## src/rtl/irq_controller_param.sv

```systemverilog
// irq_controller_param
//   Parametrised interrupt controller. N_SRC rising-edge-latched sources are
//   each mapped (GRP_MAP) to one of N_GRP groups carrying a PRIO_W-bit
//   software priority. Sources below N_NMI ignore the enable mask and always
//   arbitrate at the top level. The highest-priority pending source (lowest
//   index on ties) drives a one-hot cpu_irq level and supplies its vector on
//   the CPU acknowledge cycle.
//
//   Register bytes from BASE_ADDR: PRIO (P bytes), ENA (E bytes),
//   ACT (E bytes, write-1-to-clear).
//
// Ports
//   clk, reset      clock; asynchronous active-high reset
//   bus_write       single-cycle write strobe (bus_address_in, bus_data_in)
//   bus_read        read strobe; reads are side-effect free
//   bus_data_out    register byte, or winner vector while cpu_iack is high
//   irqs            raw source requests, rising edge latched into ACT
//   cpu_iack        one-cycle acknowledge; latches irq_vector
//   cpu_irq         registered one-hot request level (bit 0 never set)
//   irq_vector      registered vector {src[5],1'b0,src[4:0],1'b0}
module irq_controller_param #(
  parameter int              N_SRC     = 32,
  parameter int              N_GRP     = 9,
  parameter int              PRIO_W    = 2,
  parameter int              N_NMI     = 3,
  parameter logic [4*N_SRC-1:0] GRP_MAP = '0,
  parameter logic [23:0]     BASE_ADDR = 24'h2020,
  parameter bit              AUTO_CLR  = 1'b1
) (
  input  logic                   clk,
  input  logic                   reset,
  input  logic                   bus_write,
  input  logic                   bus_read,
  input  logic [23:0]            bus_address_in,
  input  logic [7:0]             bus_data_in,
  output logic [7:0]             bus_data_out,
  input  logic [N_SRC-1:0]       irqs,
  input  logic                   cpu_iack,
  output logic [2**PRIO_W-1:0]   cpu_irq,
  output logic [7:0]             irq_vector
);

  localparam int PBITS = N_GRP * PRIO_W;
  localparam int P     = (PBITS + 7) / 8;
  localparam int E     = N_SRC / 8;
  localparam int NB    = P + 2 * E;

  typedef enum logic {S_IDLE, S_ACK} ack_state_t;

  ack_state_t              state_q, state_d;
  logic [PBITS-1:0]        prio_q, prio_d;
  logic [N_SRC-1:0]        ena_q, ena_d;
  logic [N_SRC-1:0]        act_q, act_d, act_clr, rise;
  logic [N_SRC-1:0]        irqs_q;

  logic [23:0]             off;
  logic [NB-1:0]           wr_byte;
  logic [P*8-1:0]          prio_pad;
  logic [NB*8-1:0]         map_flat;
  logic [7:0]              rd_byte;

  logic                    win_vld;
  logic [5:0]              win_idx;
  logic [PRIO_W-1:0]       win_prio;
  logic [7:0]              win_vec;
  logic [2**PRIO_W-1:0]    lvl_onehot;
  logic                    ack_take;

  logic                    cand;
  int                      grp_sel;
  logic [PRIO_W-1:0]       eff_prio;

  // Reads have no side effects, so the read strobe carries no information.
  logic unused_read;
  assign unused_read = bus_read;

  // Addresses below BASE_ADDR wrap to large offsets and so never decode.
  assign off = bus_address_in - BASE_ADDR;

  always_comb begin
    for (int k = 0; k < NB; k++) begin
      wr_byte[k] = bus_write && (off == 24'(k));
    end
  end

  // Arbitration on registered state: strict '>' over ascending indices keeps
  // the lowest index on ties, and a zero priority can never beat the start
  // value so it never wins.
  always_comb begin
    win_vld  = 1'b0;
    win_idx  = '0;
    win_prio = '0;
    cand     = 1'b0;
    grp_sel  = 0;
    eff_prio = '0;
    for (int i = 0; i < N_SRC; i++) begin
      cand    = act_q[i] && (ena_q[i] || (i < N_NMI));
      grp_sel = int'(GRP_MAP[4*i +: 4]);
      if (i < N_NMI) begin
        eff_prio = '1;
      end else if (grp_sel < N_GRP) begin
        eff_prio = prio_q[grp_sel*PRIO_W +: PRIO_W];
      end else begin
        eff_prio = '0;
      end
      if (cand && (eff_prio > win_prio)) begin
        win_vld  = 1'b1;
        win_idx  = 6'(i);
        win_prio = eff_prio;
      end
    end
  end

  assign win_vec = win_vld ? {win_idx[5], 1'b0, win_idx[4:0], 1'b0} : 8'd0;

  always_comb begin
    lvl_onehot = '0;
    if (win_vld) begin
      lvl_onehot[win_prio] = 1'b1;
    end
  end

  // Acknowledge FSM: ACK lasts one cycle so a held cpu_iack cannot
  // acknowledge twice.
  always_comb begin
    state_d  = state_q;
    ack_take = 1'b0;
    case (state_q)
      S_IDLE: begin
        if (cpu_iack) begin
          ack_take = 1'b1;
          state_d  = S_ACK;
        end
      end
      S_ACK:   state_d = S_IDLE;
      default: state_d = S_IDLE;
    endcase
  end

  // Register file next-state. A new rising edge is OR-ed in last so it wins
  // over both the W1C clear and the acknowledge auto-clear.
  always_comb begin
    prio_d  = prio_q;
    ena_d   = ena_q;
    act_clr = '0;
    for (int j = 0; j < PBITS; j++) begin
      if (wr_byte[j/8]) begin
        prio_d[j] = bus_data_in[j%8];
      end
    end
    for (int k = 0; k < E; k++) begin
      if (wr_byte[P+k]) begin
        ena_d[8*k +: 8] = bus_data_in;
      end
      if (wr_byte[P+E+k]) begin
        act_clr[8*k +: 8] = bus_data_in;
      end
    end
    if (AUTO_CLR && ack_take && win_vld) begin
      for (int i = 0; i < N_SRC; i++) begin
        if (win_idx == 6'(i)) begin
          act_clr[i] = 1'b1;
        end
      end
    end
    rise  = irqs & ~irqs_q;
    act_d = (act_q & ~act_clr) | rise;
  end

  // Read mux; PRIO padding bits read as zero.
  always_comb begin
    prio_pad              = '0;
    prio_pad[PBITS-1:0]   = prio_q;
    map_flat              = {act_q, ena_q, prio_pad};
    rd_byte               = 8'd0;
    for (int k = 0; k < NB; k++) begin
      if (off == 24'(k)) begin
        rd_byte = map_flat[8*k +: 8];
      end
    end
    bus_data_out = cpu_iack ? win_vec : rd_byte;
  end

  // Stage boundary: all state updates on the rising edge. cpu_irq is loaded
  // with zero when entering ACK so the stale level is dropped during the
  // acknowledge cycle, then reloaded from the post-clear winner.
  always_ff @(posedge clk or posedge reset) begin
    if (reset) begin
      state_q    <= S_IDLE;
      prio_q     <= '0;
      ena_q      <= '0;
      act_q      <= '0;
      irqs_q     <= '0;
      cpu_irq    <= '0;
      irq_vector <= '0;
    end else begin
      state_q <= state_d;
      prio_q  <= prio_d;
      ena_q   <= ena_d;
      act_q   <= act_d;
      irqs_q  <= irqs;
      cpu_irq <= (state_d == S_ACK) ? '0 : lvl_onehot;
      if (ack_take) begin
        irq_vector <= win_vec;
      end
    end
  end

endmodule

```

## config.mk

```make
export PLATFORM = sky130hd
export DESIGN_NAME = irq_controller_param
export DESIGN_NICKNAME = d
export VERILOG_FILES = /design/src/rtl/irq_controller_param.sv
export SDC_FILE = /design/constraint.sdc
export NUM_CORES = 1
export LEC_CHECK = 0
export BUFFER_PORTS_ARGS = -buffer_cell sky130_fd_sc_hd__clkbuf_2
export CORE_ASPECT_RATIO = 1.4
export CORE_MARGIN = 10
export CORE_UTILIZATION = 40
export DETAILED_ROUTE_END_ITERATION = 10
export GPL_TIMING_DRIVEN = 0
export SYNTH_ARGS = -nofsm -noshare
export SYNTH_HDL_FRONTEND = slang
export SYNTH_SLANG_ARGS = --single-unit
```

## constraint.sdc

```tcl
create_clock -name clk -period 52.9 [get_ports clk]
set_input_delay 13.225 -clock clk [delete_from_list [all_inputs] [get_ports clk]]
set_output_delay 13.225 -clock clk [all_outputs]
set_load 0.005 [all_outputs]
```

==> results.txt, run 1 <==
----------------------------------------------------
[Run status]
  Run status ... finished with violations
  Violated checks ... design-rule violations

[Finish]
  Sequential Area ... 0.00310 mm²
  Area Growth Syn to Fin ... 16.7%
  Share of final-layout standard cells stronger than drive strength 1 ... 0.223
  Post-Layout Cell Count ... 1314
  Antenna diodes ... 0
  Count of filler cells inserted in the layout ... 2008
  Final layout net count ... 1140
  Total non-filler cell area in the finished layout ... 0.00993 mm²
  Area taken by multi-input logic gates ... 0.00511 mm²

[Hold path]
  Worst min path class ... register to register
  Min-Delay Startpoint ... irqs_q[31]$_DFF_PP0_

[Floorplanning]
  Die H ... 193 µm
  Std-Cell Core Area ... 0.0210 mm²
  Die Area ... 0.0276 mm²
  Chip Width ... 143 µm
  Cell row count ... 63
  Initial core utilization ... 0.404
  Boundary Pins ... 89

[Logic synthesis]
  Cell variety after synth ... 95
  Area share of the largest cell type after synthesis ... 0.365
  Area contributors post-synth ... sky130_fd_sc_hd__dfrtp_1, sky130_fd_sc_hd__mux2_2, sky130_fd_sc_hd__nand2_1
  Number of cells produced by synthesis ... 942
  Commonest register cell after synthesis ... sky130_fd_sc_hd__dfrtp_1
  Synthesis warning total ... 0
  Post-synthesis sequential element count ... 124
  EDFF count, synth ... 0
  Sequential cell area fraction in the yosys report ... 0.365
  Synth Area per Inst ... 9.03 µm²
  Proportion of synthesized flip-flops having asynchronous set or reset ... 1.00
  Cell accounting for the most synthesized area ... sky130_fd_sc_hd__dfrtp_1
  Post-synthesis cell area ... 0.00851 mm²

[Setup path]
  Start point of the critical path ... act_q[0]$_DFF_PP0_
  Cell with the largest stage delay on the worst path ... sky130_fd_sc_hd__or4_1
  Required time at the endpoint of the critical path ... 39.68 ns
  Most frequent cell on the critical path ... sky130_fd_sc_hd__ha_1
  Worst endpoint data arrival time ... 37.23 ns
  Kind of start point of the critical path ... register
  CP Max Fanout ... 10
  CP endpoint kind ... primary output
  Peak per-stage delay on the critical path ... 0.58 ns
  Start-to-end type of the worst setup path ... register to primary output
  Start of the worst register-to-register path ... act_q[0]$_DFF_PP0_

[Timing]
  Transition time of the tightest slew-check pin ... 1.24 ns
  Max-slew violations ... 0
  Endpoints failing hold ... 0
  Worst setup skew after layout ... 0.00905 ns
  Period utilisation layout ... 0.954
  Smallest setup slack after layout ... 2.45 ns
  Final setup violation count ... 0
  RSZ-0062 raised after global routing ... no
  Slew HR ... 0.168
  Max Freq ... 19.8 MHz
  Final-layout setup total negative slack ... 0 ns
  Clock period minus worst slack ... 50.45 ns

[Global routing]
  Total congestion overflow ... 0
  Number of global-route vias before repair ... 8094
  Maximum number of pins on one net before global-route repair ... 99
  All-Layer GR Usage ... 0.220
  First-pass GRT wire length ... 46400 µm
  Number of antenna violations at the first check in global routing ... 0

[Route]
  Residual antenna-violating net count after detailed routing ... 0
  Total iterations of the first detailed-routing run ... 9
  WL/cell ... 23.1 µm
  Final wirelength ... 30400 µm
  Initial DRC Count ... 911
  Final routed DRC violation total ... 1
  DR vias ... 8149
  Avg Vias per Cell ... 6.20

[Placed design]
  Number of buffers inserted by port buffering ... 74
  Setup WS pre-CTS ... 1.95 ns
  Inst Count DP ... 1279
  DPL Wire Length ... 23500 µm
  Global placement routability congestion ... 0.976
  Placement-stage cell area ... 0.00925 mm²

[Power]
  Cell leakage power ... 4.38 nW
  Pwr dens ... 24.7 mW/mm²
  Worst-case vdd ir drop ... 0.0000237 V

[Clock tree]
  Clock transition at the registers of the reported paths ... 0.06 ns
  CTS sink count ... 124
  Clock Tree Root ... sky130_fd_sc_hd__clkbuf_16
  Max H-tree Level ... 4
  CTS Buf Count ... 17
  Number of buffers between clock root and the deepest sink ... 2
  Clk Latency, worst-skew pair ... 0.44 ns
  Clock tree from TritonCTS ... built

[Flow run]
  Max cap viols ... 0

----------------------------------------------------
==> cells in the mapped netlist (all sizes together) (4+ instances only) <==
cell,instances
a211oi,8
a21boi,4
a21o,6
a21oi,46
a222oi,10
a22oi,8
a31oi,10
a32oi,17
a41oi,4
and2,20
and3,10
buf,17
clkbuf,25
dfrtp,124
ha,30
inv,38
mux2,70
mux2i,11
mux4,4
nand2,140
nand2b,7
nand3,27
nand3b,6
nand4,10
nor2,51
nor2b,13
nor3,33
nor3b,4
nor4,17
o211ai,5
o21a,5
o21ai,57
o21bai,5
o22ai,9
o31a,5
o31ai,12
or2,7
==> registers in the layout, indices dropped and copies added (netlist names) <==
register	count
act_q	32
state_q	1
irqs_q	32
cpu_irq	4
ena_q	32
irq_vector	5
prio_q	18
==> stage by stage <==
stage          utilization  power (mW)  hold slack (ns)
3_5_place_dp         0.439       0.125            0.411
2_1_floorplan            -       0.114            0.400
6_report             0.472       0.245            0.427
4_1_cts              0.468       0.246            0.427
5_1_grt              0.472       0.252            0.441
3_3_place_gp         0.438       0.125            0.408
==> area by class of cell <==
class,instances,area share
Timing Repair Buffer,78,0.0423
Sequential cell,124,0.312
Multi-Input combinational cell,740,0.515
Inverter,38,0.0149
Tap cell,260,0.0328
Clock inverter,11,0.0142
Clock buffer,21,0.0474
Buffer,42,0.0214
==> worst max-delay path: cells and delay by family, from the launching register on <==
family	cells	cell delay (ns)
DFF	1	0.49
and+or+nand+nor	59	11.44
muxes	16	5.75
AOI/OAI and AO/OA	53	9.96
adders and majority gates	30	8.22
buffers and inverters	5	0.90
==> placed cells by master, fill, tap and decap left out, drive strengths merged, types with 9 or more instances in the layout <==
master  netlist  final
o21ai        57     57
a32oi        17     17
nor2         51     51
nand3        27     27
nor4         17     17
nand2       140    140
dfrtp       124    124
a21oi        46     46
a31oi        10     10
clkbuf       25    119
inv          38     38
o22ai         9      9
and2         20     20
mux2i        11     11
nor3         33     33
buf          17     22
nor2b        13     13
mux2         70     70
and3         10     10
ha           30     30
nand4        10     10
a222oi       10     10
o31ai        12     12
==> power by group <==
group	switching [mW]	leakage, nW	internal [mW]
clock	0.0437	0.295	0.0774
combinational	0.0154	2.60	0.00881
sequential	0.00230	1.49	0.0973
total	0.0613	4.38	0.184
==> timing repair <==
action / in CTS / in global routing
hold buffers: 0 / 0
hold endpoints to repair: 0 / 0
resized for setup: 0 / 12
setup endpoints to repair: 0 / 5
buffers inserted: 0 / 3
==> layer usage <==
metal | wire [µm] | up-vias | share of wire | track usage
met4 | 1750 | 0 | 0.058 | 0.136
met5 | 0 | - | 0 | 0
met3 | 1740 | 99 | 0.057 | 0.0409
li1 | - | 3743 | - | -
met1 | 12000 | 3945 | 0.39 | 0.251
met2 | 14900 | 362 | 0.49 | 0.375
==> logic make-up (layout without fill, tap and decap cells) <==
| logic type | Yosys count | in the layout | synth area share |
|---|---|---|---|
| flip-flops | 124 | 124 | 0.365 |
| other | 1 | 3 | 0.000441 |
| multiplexers | 85 | 85 | 0.117 |
| adder cells (fa/ha/maj) | 31 | 31 | 0.0454 |
| AND/OR/NAND/NOR | 365 | 365 | 0.218 |
| buffers and inverters | 80 | 190 | 0.0409 |
| XOR/XNOR | 3 | 3 | 0.00309 |
| AO/OA/AOI/OAI | 253 | 253 | 0.210 |
==> final timing paths <==
check / to / slack [ns] / cells after the start
min in group asynchronous: irq_vector[2]$_DFFE_PP0P_ / 12.73 / 2
setup reg to reg: act_q[22]$_DFF_PP0_ / 15.51 / 161
hold reg to reg: act_q[31]$_DFF_PP0_ / 0.43 / 1
hold / removal: act_q[31]$_DFF_PP0_ / 0.43 / 1
setup / recovery: bus_data_out[2] / 2.45 / 163
max in group asynchronous: irqs_q[10]$_DFF_PP0_ / 39.36 / 3
No activity file was read; power rests on OpenSTA's default activity.
==> inputs of run 2 (changes only) <==
Settings changed: CORE_UTILIZATION 40 to 50, PLACE_DENSITY set to 0.69, SLEW_MARGIN set to 20.
==> results.txt, run 2 (synthesized netlist as in run 1, its figures left out) <==
----------------------------------------------------
[Run status]
  Run status ... finished clean

[Finish]
  Final layout net count ... 1142 (+0.18%)
  Antenna diodes ... 0 (unchanged)
  Post-Layout Cell Count ... 1258 (-4.3%)
  Layout Utilization ... 0.590 (+0.118)
  Count of filler cells inserted in the layout ... 1499 (-25%)
  Share of final-layout standard cells stronger than drive strength 1 ... 0.225 (+0.00168)
  Commonest cells after routing, fill and taps aside ... sky130_fd_sc_hd__nand2_1, sky130_fd_sc_hd__dfrtp_1, sky130_fd_sc_hd__clkbuf_2
  Registers with the highest flip-flop counts ... act_q x32, ena_q x32, irqs_q x32
  Commonest non-fill, non-tap cell in the layout ... sky130_fd_sc_hd__nand2_1
  Area taken by multi-input logic gates ... 0.00511 mm² (about the same)
  Area Growth Syn to Fin ... 16.1%
  Total non-filler cell area in the finished layout ... 0.00988 mm² (-0.52%)
  Sequential Area ... 0.00310 mm² (unchanged)

[Clock tree]
  Max H-tree Level ... 4 (unchanged)
  Clk Latency, worst-skew pair ... 0.42 ns (-0.02 ns)
  CTS sink count ... 124 (unchanged)
  Clock Tree Root ... sky130_fd_sc_hd__clkbuf_16
  Number of buffers between clock root and the deepest sink ... 2 (unchanged)
  CTS Buf Count ... 17 (unchanged)
  Clock tree from TritonCTS ... built
  Clock transition at the registers of the reported paths ... 0.06 ns (about the same)

[Placed design]
  Placement-stage cell area ... 0.00920 mm² (-0.55%)
  Global placement routability congestion ... 0.986 (+1.0%)
  Inst Count DP ... 1223 (-4.4%)
  Setup WS pre-CTS ... 2.45 ns (+0.494 ns)
  Number of buffers inserted by port buffering ... 74 (unchanged)
  DPL Wire Length ... 22800 µm (-2.7%)

[Timing]
  Endpoints failing hold ... 0 (unchanged)
  Final setup violation count ... 0 (unchanged)
  Max-slew violations ... 0 (unchanged)
  Clock period minus worst slack ... 50.17 ns (-0.284 ns)
  Smallest setup slack after layout ... 2.73 ns (+0.284 ns)
  Slew HR ... 0.213 (+0.0457)
  Max Freq ... 19.9 MHz (+0.57%)
  Worst setup skew after layout ... 0.0130 ns (+0.00400 ns)
  Transition time of the tightest slew-check pin ... 1.17 ns (-0.0692 ns)
  Period utilisation layout ... 0.948 (-0.00537)

[Power]
  Reported net switching power ... 0.0617 mW (+0.62%)
  Pwr dens ... 24.6 mW/mm² (-0.13%)
  Worst-case vdd ir drop ... 0.0000274 V (+16%)
  Cell leakage power ... 4.40 nW (+0.43%)
  Share of total power consumed by net switching ... 0.254 (+0.00319)
  Internal power ... 0.182 mW (-1.1%)
  Sequential share of power ... 0.410 (+0.003)
  Fraction of power consumed by the clock network ... 0.491 (-0.003)
  Share of power burned in combinational logic ... 0.099 (about the same)

[Global routing]
  All-Layer GR Usage ... 0.264 (+0.0431)
  Number of antenna violations at the first check in global routing ... 0 (unchanged)
  Number of global-route vias before repair ... 8336 (+3.0%)
  First-pass GRT wire length ... 46400 µm (about the same)
  Total congestion overflow ... 0 (unchanged)
  Maximum number of pins on one net before global-route repair ... 65 (-34%)

[Route]
  Residual antenna-violating net count after detailed routing ... 0 (unchanged)
  Final wirelength ... 29800 µm (-1.9%)
  Total iterations of the first detailed-routing run ... 5 (-4)
  WL/cell ... 23.7 µm (+2.5%)
  DR vias ... 8334 (+2.3%)
  Final routed DRC violation total ... 0 (-1)
  Avg Vias per Cell ... 6.62 (+6.8%)
  Initial DRC Count ... 806 (-12%)

[Floorplanning]
  Chip Width ... 130 µm (-9.1%)
  Initial core utilization ... 0.508 (+0.104)
  Die H ... 174 µm (-9.5%)
  Die Area ... 0.0227 mm² (-18%)
  Std-Cell Core Area ... 0.0167 mm² (-20%)
  Boundary Pins ... 89 (unchanged)
  Cell row count ... 56 (-11%)

[Hold path]
  Worst min path class ... register to register
  Number of cells traversed by the worst hold path ... 1 (unchanged)

[Setup path]
  Critical path depth ... 164 (+0.61%)
  Worst endpoint data arrival time ... 36.94 ns (-0.29 ns)
  Kind of start point of the critical path ... register
  CP Max Fanout ... 10 (unchanged)
  Most frequent cell on the critical path ... sky130_fd_sc_hd__ha_1
  Count of buffering cells on the critical path with inverters included ... 5 (unchanged)
  CP endpoint kind ... primary output
  Required time at the endpoint of the critical path ... 39.68 ns (about the same)
  Reg2Reg Depth ... 162 (+0.62%)
  Peak per-stage delay on the critical path ... 0.58 ns (about the same)
  Start-to-end type of the worst setup path ... register to primary output
  Cell with the largest stage delay on the worst path ... sky130_fd_sc_hd__or4_1
  Cell family with the largest share of critical-path delay ... simple AND/OR/NAND/NOR gates

[Flow run]
  Max cap viols ... 0 (unchanged)

----------------------------------------------------
==> run 2: cell type report <==
cell class                      instances  area share
Tap cell                              203      0.0257
Sequential cell                       124       0.314
Multi-Input combinational cell        740       0.518
Clock inverter                         13      0.0168
Timing Repair Buffer                   80      0.0453
Buffer                                 42      0.0209
Clock buffer                           18      0.0445
Inverter                               38      0.0149
==> run 2: worst paths after layout <==
check                                           from               endpoint  slack, ns
worst min-delay path            irqs_q[31]$_DFF_PP0_    act_q[31]$_DFF_PP0_       0.43
min in group asynchronous                      reset   irqs_q[22]$_DFF_PP0_      12.88
worst max register to register    act_q[1]$_DFF_PP0_     act_q[0]$_DFF_PP0_      15.75
worst min register to register  irqs_q[31]$_DFF_PP0_    act_q[31]$_DFF_PP0_       0.43
worst max-delay path              act_q[1]$_DFF_PP0_        bus_data_out[2]       2.73
max in group asynchronous                      reset  ena_q[12]$_DFFE_PP0P_      39.31
==> run 2: stage by stage <==
step	hold WS [ns]	power [mW]	TNS (ns)
after floorplan	0.400	0.114	0
after global placement	0.405	0.124	0
after detailed placement	0.418	0.125	0
after CTS	0.426	0.243	0
after global routing	0.439	0.250	-0.00909
final	0.426	0.243	0
==> run 2: worst reg2reg max path: cells and delay by family (launching register included) <==
kind	cells	cell delay (ns)
mux	16	5.74
compound gates	52	9.71
flops	1	0.50
fa+ha+maj	30	8.21
simple gates	61	12.42
buf+inv	3	0.43
==> run 2: power groups by stage <==
stage	logic, mW	clock network (mW)	registers (mW)
after global routing	0.0265	0.124	0.0999
after CTS	0.0238	0.119	0.0996
final	0.0241	0.119	0.0997
after floorplan	0.0138	0	0.101
after detailed placement	0.0237	0	0.101
after global placement	0.0231	0	0.101
==> run 2: timing repair <==
item,CTS,global route
hold buffers,0,0
setup buffers,0,4
setup endpoints to repair,0,5
gates resized for setup,0,10
==> run 2: layer usage <==
metal  vias to the layer above  global-route usage  share of wire
li1                       3752                   -              -
met3                       106              0.0445          0.078
met1                      4014               0.316           0.38
met2                       462               0.428           0.48
met5                         -                   0              0
met4                         0               0.159          0.060
